### src/rtl/atk16_mem_pkg.sv
// Shared types for the atk16 memory-side arbiter in front of bram_fsm.
package atk16_mem_pkg;

    localparam int DEF_ADDR_W = 16;
    localparam int DEF_DATA_W = 16;

    typedef enum logic [1:0] {
        ST_IDLE    = 2'd0,
        ST_ISSUE   = 2'd1,
        ST_RELEASE = 2'd2
    } arb_state_t;

    typedef enum logic {
        GNT_IF = 1'b0,
        GNT_DP = 1'b1
    } gnt_t;

endpackage

### src/rtl/mem_arb_rr2.sv
// Two-requester round-robin grant: on contention the port that did not win last time wins.
module mem_arb_rr2
    import atk16_mem_pkg::*;
(
    input  logic i_if_req,
    input  logic i_dp_req,
    input  gnt_t i_last_grant,
    output logic o_valid,
    output gnt_t o_grant
);

    always_comb begin
        o_valid = i_if_req | i_dp_req;
        o_grant = GNT_IF;
        if (i_if_req && i_dp_req) begin
            o_grant = (i_last_grant == GNT_DP) ? GNT_IF : GNT_DP;
        end else if (i_dp_req) begin
            o_grant = GNT_DP;
        end
    end

endmodule

### src/rtl/mem_arbiter.sv
// Fetch/data port arbiter onto bram_fsm: turns the level enable/done protocol into
// per-port req/ack pulses, with round-robin and a watchdog on mem_done.
//
// state      | meaning
// -----------+------------------------------------------------------------
// ST_IDLE    | no transaction; grants only while mem_done is low
// ST_ISSUE   | one enable held with stable addr/data, watchdog running
// ST_RELEASE | enables low, waiting for bram_fsm to drop mem_done
module mem_arbiter
    import atk16_mem_pkg::*;
#(
    parameter int ADDR_W  = DEF_ADDR_W,
    parameter int DATA_W  = DEF_DATA_W,
    parameter int TIMEOUT = 64
) (
    input  logic              clk,
    input  logic              rst,
    input  logic              if_req,
    input  logic [ADDR_W-1:0] if_addr,
    output logic              if_ack,
    output logic [DATA_W-1:0] if_rdata,
    input  logic              dp_req,
    input  logic              dp_we,
    input  logic [ADDR_W-1:0] dp_addr,
    input  logic [DATA_W-1:0] dp_wdata,
    output logic              dp_ack,
    output logic [DATA_W-1:0] dp_rdata,
    output logic [ADDR_W-1:0] mem_addr,
    output logic [DATA_W-1:0] mem_wdata,
    output logic              mem_read_en,
    output logic              mem_write_en,
    input  logic [DATA_W-1:0] mem_rdata,
    input  logic              mem_done,
    output logic              timeout_err
);

    localparam int             CNT_W    = (TIMEOUT < 2) ? 1 : $clog2(TIMEOUT + 1);
    localparam logic [CNT_W-1:0] CNT_LOAD = CNT_W'(TIMEOUT);
    localparam bit             WD_EN    = (TIMEOUT != 0);

    arb_state_t        r_state,      w_state_nxt;
    gnt_t              r_last_grant, w_last_nxt;
    gnt_t              r_gnt,        w_gnt_nxt;
    logic [CNT_W-1:0]  r_wd_cnt,     w_cnt_nxt;
    logic [ADDR_W-1:0] r_mem_addr,   w_addr_nxt;
    logic [DATA_W-1:0] r_mem_wdata,  w_wdata_nxt;
    logic              r_read_en,    w_read_en_nxt;
    logic              r_write_en,   w_write_en_nxt;
    logic              r_if_ack,     w_if_ack_nxt;
    logic              r_dp_ack,     w_dp_ack_nxt;
    logic [DATA_W-1:0] r_if_rdata,   w_if_rdata_nxt;
    logic [DATA_W-1:0] r_dp_rdata,   w_dp_rdata_nxt;
    logic              r_timeout_err, w_err_nxt;

    logic w_rr_valid;
    gnt_t w_rr_grant;

    mem_arb_rr2 u_rr2 (
        .i_if_req     (if_req),
        .i_dp_req     (dp_req),
        .i_last_grant (r_last_grant),
        .o_valid      (w_rr_valid),
        .o_grant      (w_rr_grant)
    );

    always_comb begin
        w_state_nxt    = r_state;
        w_last_nxt     = r_last_grant;
        w_gnt_nxt      = r_gnt;
        w_cnt_nxt      = r_wd_cnt;
        w_addr_nxt     = r_mem_addr;
        w_wdata_nxt    = r_mem_wdata;
        w_read_en_nxt  = r_read_en;
        w_write_en_nxt = r_write_en;
        w_if_ack_nxt   = 1'b0;
        w_dp_ack_nxt   = 1'b0;
        w_if_rdata_nxt = r_if_rdata;
        w_dp_rdata_nxt = r_dp_rdata;
        w_err_nxt      = r_timeout_err;

        case (r_state)
            ST_IDLE: begin
                // A high mem_done here is left over from before a reset or a slow release.
                if (!mem_done && w_rr_valid) begin
                    w_state_nxt = ST_ISSUE;
                    w_last_nxt  = w_rr_grant;
                    w_gnt_nxt   = w_rr_grant;
                    w_cnt_nxt   = CNT_LOAD;
                    if (w_rr_grant == GNT_IF) begin
                        w_addr_nxt    = if_addr;
                        w_read_en_nxt = 1'b1;
                    end else begin
                        w_addr_nxt     = dp_addr;
                        w_wdata_nxt    = dp_wdata;
                        w_read_en_nxt  = !dp_we;
                        w_write_en_nxt = dp_we;
                    end
                end
            end
            ST_ISSUE: begin
                if (mem_done || (WD_EN && r_wd_cnt == CNT_W'(1))) begin
                    w_state_nxt    = ST_RELEASE;
                    w_read_en_nxt  = 1'b0;
                    w_write_en_nxt = 1'b0;
                    if (r_gnt == GNT_IF) begin
                        w_if_ack_nxt = 1'b1;
                    end else begin
                        w_dp_ack_nxt = 1'b1;
                    end
                    if (mem_done) begin
                        if (r_gnt == GNT_IF) begin
                            w_if_rdata_nxt = mem_rdata;
                        end else if (r_read_en) begin
                            w_dp_rdata_nxt = mem_rdata;
                        end
                    end else begin
                        w_err_nxt = 1'b1;
                    end
                end else begin
                    w_cnt_nxt = r_wd_cnt - 1'b1;
                end
            end
            ST_RELEASE: begin
                if (!mem_done) begin
                    w_state_nxt = ST_IDLE;
                end
            end
            default: begin
                w_state_nxt = ST_IDLE;
            end
        endcase
    end

    always_ff @(posedge clk or negedge rst) begin
        if (!rst) begin
            r_state       <= ST_IDLE;
            r_last_grant  <= GNT_DP;
            r_gnt         <= GNT_IF;
            r_wd_cnt      <= '0;
            r_mem_addr    <= '0;
            r_mem_wdata   <= '0;
            r_read_en     <= 1'b0;
            r_write_en    <= 1'b0;
            r_if_ack      <= 1'b0;
            r_dp_ack      <= 1'b0;
            r_if_rdata    <= '0;
            r_dp_rdata    <= '0;
            r_timeout_err <= 1'b0;
        end else begin
            r_state       <= w_state_nxt;
            r_last_grant  <= w_last_nxt;
            r_gnt         <= w_gnt_nxt;
            r_wd_cnt      <= w_cnt_nxt;
            r_mem_addr    <= w_addr_nxt;
            r_mem_wdata   <= w_wdata_nxt;
            r_read_en     <= w_read_en_nxt;
            r_write_en    <= w_write_en_nxt;
            r_if_ack      <= w_if_ack_nxt;
            r_dp_ack      <= w_dp_ack_nxt;
            r_if_rdata    <= w_if_rdata_nxt;
            r_dp_rdata    <= w_dp_rdata_nxt;
            r_timeout_err <= w_err_nxt;
        end
    end

    assign if_ack       = r_if_ack;
    assign if_rdata     = r_if_rdata;
    assign dp_ack       = r_dp_ack;
    assign dp_rdata     = r_dp_rdata;
    assign mem_addr     = r_mem_addr;
    assign mem_wdata    = r_mem_wdata;
    assign mem_read_en  = r_read_en;
    assign mem_write_en = r_write_en;
    assign timeout_err  = r_timeout_err;

endmodule

### config.mk
export PLATFORM = sky130hd
export DESIGN_NAME = mem_arbiter
export DESIGN_NICKNAME = d
export VERILOG_FILES = /design/src/rtl/atk16_mem_pkg.sv /design/src/rtl/mem_arb_rr2.sv /design/src/rtl/mem_arbiter.sv
export SDC_FILE = /design/constraint.sdc
export NUM_CORES = 1
export LEC_CHECK = 0
export BUFFER_PORTS_ARGS = -buffer_cell sky130_fd_sc_hd__buf_4
export CORE_UTILIZATION = 45
export DETAILED_ROUTE_END_ITERATION = 10
export GPL_TIMING_DRIVEN = 0
export PLACE_DENSITY = 0.72
export SLEW_MARGIN = 20
export SYNTH_ARGS = -nofsm -noshare
export SYNTH_HDL_FRONTEND = slang
export SYNTH_HIERARCHICAL = 1
export SYNTH_SLANG_ARGS = --single-unit
export TNS_END_PERCENT = 50
### constraint.sdc
create_clock -name clk -period 2.3 [get_ports clk]
set_input_delay 0.69 -clock clk [delete_from_list [all_inputs] [get_ports clk]]
set_output_delay 0.69 -clock clk [all_outputs]
set_load 0.02 [all_outputs]
==> impl_metrics.env, run 1 <==
export IMPL_outcome="complete, no violations"
export IMPL_synth_simple_area_share=0.09165
export IMPL_via_per_inst=4.901
export IMPL_clk_path_buf_depth=2
export IMPL_seqPwrFrac=0.372
export IMPL_areaGrowthSynthToFinish_pct=41.43
export IMPL_drive_gt1_frac=0.5446
export IMPL_finalHoldViolations=0
export IMPL_clkSlewWorstSetupHoldPaths_ns=0.08
export IMPL_p_sw_w=0.002404
export IMPL_post_cts_resize_count=0
export IMPL_ys_ff_latch=80
export IMPL_worst_r2r_cell_count=5
export IMPL_cts_root_buf="clkbuf_8"
export IMPL_max_freq_mhz=521.5
export IMPL_period_minus_slack_ns=1.917
export IMPL_final_setup_viol_count=0
export IMPL_dp_slack_ns=0.08015
export IMPL_finalMaxSlewViolations=0
export IMPL_cp_end_kind="register"
export IMPL_synthAdderAreaFrac=0.007391
export IMPL_worst_ep_arrival_time_ns=2.13
export IMPL_routabilityCongestion=0.7347
export IMPL_ys_seq_area_frac=0.5916
export IMPL_fin_area_sq_um=4788
export IMPL_startpoint="r_state[1]$_DFFE_PN0P_"
export IMPL_postCtsSetupBuffers=0
export IMPL_fin_crit_sh=0.8336
export IMPL_synthMuxAreaShare=0.2158
export IMPL_setup_tns_ns=0
export IMPL_skew_ns=0.008442
export IMPL_rsz0062_at_grt="false"
export IMPL_syn_avg_cell_area_sq_um=13.49
export IMPL_dieArea_sq_um=7875
export IMPL_endpoint="if_rdata[12]$_DFFE_PN0P_"
export IMPL_dp_cells=488
export IMPL_worst_setup_path_type="reg -> reg"
export IMPL_maxCapViolCount=0
export IMPL_p_int_w=0.004220
export IMPL_cts_hold_buffers=0
export IMPL_synth_xor_area_share=0.002587
export IMPL_die_w_um=88.74
export IMPL_ys_warn_count=6
export IMPL_synth_compound_area_frac=0.06061
export IMPL_postPlaceCellArea_sq_um=4546
export IMPL_power_leakage_nw=2.374
export IMPL_powerDensity_nw_per_um2=1383
export IMPL_tightest_slew_ns=0.7012
export IMPL_antenna_cells=0
export IMPL_crit_fanout=10
export IMPL_route_detailed_wl_per_inst_um=13.51
export IMPL_clk_latency_ns=0.34
export IMPL_coreArea_sq_um=7253
export IMPL_fin_cells=503
export IMPL_swShare=0.3629
export IMPL_clock_sinks=80
export IMPL_crit_required_ns=2.52
export IMPL_fin_ws_ns=0.3826
export IMPL_slew_limit_headroom=0.5325
export IMPL_grt_first_pass_wirelength_um=10820
export IMPL_p_comb_frac=0.448
export IMPL_drc=0
export IMPL_synth_fp_nets=323
export IMPL_dr_total_vias=2465
export IMPL_drt_iter0_markers=73
export IMPL_antenna_found_initial=0
export IMPL_cts_buffers=9
export IMPL_crit_slowest_cell="dfrtp_1"
export IMPL_die_h_um=88.74
export IMPL_cp_cell_sequence="nand2b_1 -> buf_6 -> nor3b_4 -> buf_8 -> mux2_2"
export IMPL_routed_wl_um=6795
export IMPL_ys_types=39
export IMPL_grt_pass1_vias=2406
export IMPL_critPathMaxStageDelay_ns=0.48
export IMPL_io_buffers=138
export IMPL_crit_path_start_kind="register"
export IMPL_row_count=31
export IMPL_grt_ovfl_total=0
export IMPL_drt_first_pass_iters=4
export IMPL_clkPwrFrac=0.180
export IMPL_pin_count=139
export IMPL_grt_max_degree=81
export IMPL_max_vdd_ir_drop_mv=0.7574
export IMPL_cts_tree="built"
export IMPL_fin_total_pwr_w=0.006623
export IMPL_htree_levels=3
export IMPL_start_util=0.4668
export IMPL_timing_rr_start="r_state[1]$_DFFE_PN0P_"
export IMPL_ant_nets=0
export IMPL_r2r_slack_ns=0.38
export IMPL_syn_instance_count=251
export IMPL_nets=472
export IMPL_r2r_end="if_rdata[12]$_DFFE_PN0P_"
export IMPL_synth_top_family_by_area="multiplexers"
export IMPL_dp_hpwl_um=5040
export IMPL_min_path_type="in -> async"
export IMPL_netlist_area_sq_um=3386
export IMPL_grt_use_total=0.1858
-- through the flow --
stage                 util  hold WS, ns
floorplan                -       0.3944
global placement    0.6267       0.4465
detailed placement  0.6267       0.4460
CTS                 0.6597       0.4639
global route        0.6602       0.4352
finish              0.6602       0.3518
-- sequential cells by signal, summed over array words and instances (netlist names) --
signal	cells
r_gnt	1
mem_addr	16
mem_write_en	1
dp_ack	1
mem_read_en	1
mem_wdata	16
r_wd_cnt	7
if_rdata	16
if_ack	1
r_state	2
timeout_err	1
dp_rdata	16
r_last_grant	1
-- synthesized netlist by cell type --
library cell	number	area (sq um)
dfrtp_1	79	1977
mux2_2	48	540.5
nand2_1	28	105.1
mux2i_1	19	190.2
o21ai_0	18	90.09
inv_1	6	22.52
nor3_1	5	25.02
buf_2	4	20.02
nor2_1	4	15.01
buf_6	3	33.78
clkbuf_1	3	11.26
a21o_1	2	15.01
a21oi_1	2	10.01
ha_1	2	25.02
nand3_1	2	10.01
nor3_4	2	32.53
nor3b_4	2	37.54
a211o_1	1	8.760
a211oi_1	1	7.510
a21boi_1	1	7.510
and2_1	1	6.260
and4bb_2	1	12.51
buf_8	1	15.01
dfstp_2	1	26.28
nand2_2	1	6.260
nand2b_1	1	6.260
nand2b_4	1	13.76
nand4b_1	1	8.760
nor4_1	1	6.260
o2111ai_1	1	8.760
o211ai_1	1	7.510
o21ai_1	1	5.000
o22ai_1	1	6.260
o41a_1	1	11.26
o41ai_4	1	27.53
or2_1	1	6.260
or3_2	1	7.510
or3b_4	1	11.26
xor2_1	1	8.760
-- worst max-delay path: cells and delay by family (launching register included) --
family	cells	cell delay, ns
and+or+nand+nor	2	0.62
DFF	1	0.48
buffers and inverters	2	0.36
muxes	1	0.34
-- power by group through the flow --
stage	Combinational [W]	Clock, W	Sequential [W]
after detailed placement	0.00300	0	0.00249
after global routing	0.00321	0.00128	0.00256
final	0.00297	0.00119	0.00247
after CTS	0.00301	0.00122	0.00247
after floorplan	0.00103	0	0.00315
after global placement	0.00294	0	0.00246
-- cell usage in the layout, fill, tap and decap left out, drive strengths merged, types with 2 or more instances in the layout --
cell type  instances
a21oi              2
nand3              2
inv                6
bufinv             2
nand2b             2
dfrtp             79
o21ai             19
nor3b              2
a21o               2
clkbuf            16
ha                 2
nor2               4
nor3               7
nand2             29
buf              146
mux2              48
mux2i             19
-- cells by family after synthesis --
group,after synthesis
and+or+nand+nor,53
buffers and inverters,17
DFF,80
adders and majority gates,2
xor gates and xnor gates,1
AOI/OAI and AO/OA,31
muxes,67
-- metal layers --
metal / track usage / part of all wire / vias up
met2: 0.2937 / 0.47 / 101
met3: 0.06250 / 0.082 / 13
met4: 0.09531 / 0.021 / 0
met5: 0 / 0 / -
met1: 0.2274 / 0.43 / 1166
li1: - / - / 1185
-- worst min path at each step --
stage                                  startpoint                       to  cells past startpoint
after floorplan                               rst         dp_ack$_DFF_PN0_                      0
after global placement    timeout_err$_DFFE_PN0P_  timeout_err$_DFFE_PN0P_                      1
after detailed placement  timeout_err$_DFFE_PN0P_  timeout_err$_DFFE_PN0P_                      1
after CTS                 timeout_err$_DFFE_PN0P_  timeout_err$_DFFE_PN0P_                      1
after global routing                          rst  if_rdata[7]$_DFFE_PN0P_                      1
final                                         rst  if_rdata[7]$_DFFE_PN0P_                      1
-- final cells by class --
cell class                 count  area, sq um
buffer                        11        80.08
clock buffer                  13        178.9
clock inverter                 2        60.06
fill                         585         2465
inverter                       6        22.52
multi-input combinational    154         1280
sequential                    80         2003
tap                           99        123.9
timing repair buffer         138         1040
Power figures use the tool's default switching activity.
==> run 2: changes to the inputs <==
ABC_AREA = 1   (was unset)
clock period = 1.8 ns   (was 2.3 ns; I/O delays follow)
==> impl_metrics.env, run 2 <==
export IMPL_cts_buffers=9
export IMPL_clock_sinks=80
export IMPL_clk_latency_ns=0.35
export IMPL_fin_crit_sh=0.8923
export IMPL_cts_root_buf="clkbuf_8"
export IMPL_cts_hold_buffers=0
export IMPL_max_freq_mhz=622.6
export IMPL_p_int_w=0.005086
export IMPL_cp_end_kind="register"
export IMPL_ys_types=29
export IMPL_endpoint="mem_addr[12]$_DFFE_PN0P_"
export IMPL_dr_total_vias=3015
export IMPL_max_vdd_ir_drop_mv=0.9345
export IMPL_final_setup_viol_count=0
export IMPL_clkPwrFrac=0.170
export IMPL_rsz0062_at_grt="false"
export IMPL_antenna_cells=0
export IMPL_r2r_end="mem_addr[12]$_DFFE_PN0P_"
export IMPL_synth_top_area_share=0.5845
export IMPL_nets=600
export IMPL_seq_area_sq_um=2003
export IMPL_outcome="complete, no violations"
export IMPL_grt_ovfl_total=0
export IMPL_timing_rr_start="r_last_grant$_DFFE_PN1P_"
export IMPL_crit_path_start_kind="register"
export IMPL_maxCapViolCount=0
export IMPL_drive_gt1_frac=0.3415
export IMPL_htree_levels=3
export IMPL_r2r_slack_ns=0.19
export IMPL_pin_count=139
export IMPL_seqPwrFrac=0.368
export IMPL_fillers=638
export IMPL_powerDensity_nw_per_um2=1798
export IMPL_synthArstFlopShare=1.000
export IMPL_multi_input_area_sq_um=1166
export IMPL_power_leakage_nw=2.541
export IMPL_clkSlewWorstSetupHoldPaths_ns=0.09
export IMPL_syn_instance_count=378
export IMPL_synth_fp_nets=450
export IMPL_worst_r2r_cell_count=6
export IMPL_p_comb_frac=0.462
export IMPL_drt_iter0_markers=125
export IMPL_post_cts_resize_count=0
export IMPL_swShare=0.4100
export IMPL_die_w_um=88.69
export IMPL_row_count=31
export IMPL_drt_first_pass_iters=4
export IMPL_finalMaxSlewViolations=0
export IMPL_crit_fanout=10
export IMPL_via_per_inst=4.771
export IMPL_startpoint="r_last_grant$_DFFE_PN1P_"
export IMPL_finalHoldWorstSlack_ns=0.08236
export IMPL_drc=0
export IMPL_ys_warn_count=6
export IMPL_crit_required_ns=2.06
export IMPL_routed_wl_um=8363
export IMPL_coreArea_sq_um=7253
export IMPL_tightest_slew_ns=0.3841
export IMPL_synthFlopType="dfrtp_1"
export IMPL_dp_hpwl_um=6059
export IMPL_ys_ff_latch=80
export IMPL_syn_avg_cell_area_sq_um=8.947
export IMPL_synth_edff_count=0
export IMPL_yosys_area_top_type="dfrtp_1"
export IMPL_final_common_cell="buf_4"
export IMPL_grt_max_degree=81
export IMPL_ant_nets=0
export IMPL_setup_tns_ns=0
export IMPL_ys_seq_area_frac=0.5923
export IMPL_final_core_util=0.6609
export IMPL_die_h_um=88.69
export IMPL_areaGrowthSynthToFinish_pct=41.73
export IMPL_grt_use_total=0.2277
export IMPL_clk_path_buf_depth=2
export IMPL_synthTopCellsByArea="dfrtp_1 58%, nand2_1 14%, nor2_1 4.6%"
export IMPL_synth_commonest_cells="123 x nand2_1, 79 x dfrtp_1, 41 x nor2_1"
export IMPL_fin_ws_ns=0.1938
export IMPL_fin_total_pwr_w=0.008619
export IMPL_start_util=0.4663
export IMPL_dieArea_sq_um=7866
export IMPL_slew_limit_headroom=0.7440
export IMPL_finalHoldViolations=0
export IMPL_worst_setup_path_type="reg -> reg"
export IMPL_worst_ep_arrival_time_ns=1.87
export IMPL_p_sw_w=0.003534
export IMPL_grt_pass1_vias=2926
export IMPL_antenna_found_initial=0
export IMPL_io_buffers=138
export IMPL_min_path_type="in -> async"
export IMPL_route_detailed_wl_per_inst_um=13.23
export IMPL_dp_slack_ns=-0.2047
export IMPL_postCtsSetupBuffers=0
export IMPL_grt_first_pass_wirelength_um=13610
export IMPL_skew_ns=0.009124
export IMPL_netlist_area_sq_um=3382
export IMPL_cts_tree="built"
export IMPL_routabilityCongestion=0.7754
export IMPL_period_minus_slack_ns=1.606
export IMPL_synth_most_common_cell="nand2_1"
export IMPL_layout_common_cells="140 x buf_4, 123 x nand2_1, 79 x dfrtp_1, 41 x nor2_1, 29 x inv_1"
[run 2: cell types whose count changed after synthesis, moves of 16 or more]
cell	previous run	this run
mux2_2	48	0
nor2_1	4	41
a21oi_1	2	18
nand2_1	28	123
a31oi_1	0	16
inv_1	6	29
mux2i_1	19	0
[run 2: logic make-up after synthesis]
logic type / after synthesis / synth area share
compound gates: 59 / 0.09583
buf+inv: 46 / 0.06400
fa+ha+maj: 2 / 0.007398
simple gates: 190 / 0.2379
xor+xnor: 1 / 0.002590
flops: 80 / 0.5923
[run 2: stage by stage]
step / cells / cell area, sq um
detailed placement: 615 / 4542
floorplan: 378 / 3382
global route: 632 / 4793
finish: 632 / 4793
CTS: 631 / 4762
global placement: 615 / 4542
[run 2: how the worst min path moves through the flow]
stage,from,to,slack (ns),cells past startpoint
6_report,rst,mem_addr[3]$_DFFE_PN0P_,0.08,1
3_5_place_dp,timeout_err$_DFFE_PN0P_,timeout_err$_DFFE_PN0P_,0.45,1
3_3_place_gp,timeout_err$_DFFE_PN0P_,timeout_err$_DFFE_PN0P_,0.44,1
5_1_grt,rst,mem_addr[10]$_DFFE_PN0P_,0.1,1
4_1_cts,dp_wdata[8],mem_wdata[8]$_DFFE_PN0P_,0.37,3
2_1_floorplan,rst,dp_ack$_DFF_PN0_,0.24,0
[run 2: final cells by class]
cell class                      count  area share
Buffer                             14     0.01749
Clock buffer                       10     0.02662
Clock inverter                      6     0.01932
Inverter                           32     0.02767
Multi-Input combinational cell    252      0.2433
Sequential cell                    80      0.4179
Tap cell                           99     0.02584
Timing Repair Buffer              139      0.2219
[run 2: power by group through the flow]
stage	Clock [W]	Sequential, W	Combinational (W)
6_report	0.00146	0.00318	0.00398
5_1_grt	0.00157	0.00328	0.00439
4_1_cts	0.00149	0.00317	0.00402
3_5_place_dp	0	0.00318	0.00402
3_3_place_gp	0	0.00316	0.00393
2_1_floorplan	0	0.00402	0.00143
[run 2: worst max-delay path, stage by stage, from the launching register on]
cell     delay, ns
dfstp_2       0.55
a21oi_2       0.10
buf_2         0.20
inv_1         0.18
buf_2         0.25
nand2_1       0.08
a31oi_1       0.17
[run 2: routing by layer]
metal	global-route usage	wire length (um)
met4	0.09384	140
met1	0.2984	3751
met3	0.05597	491
met5	0	0
met2	0.3636	3980
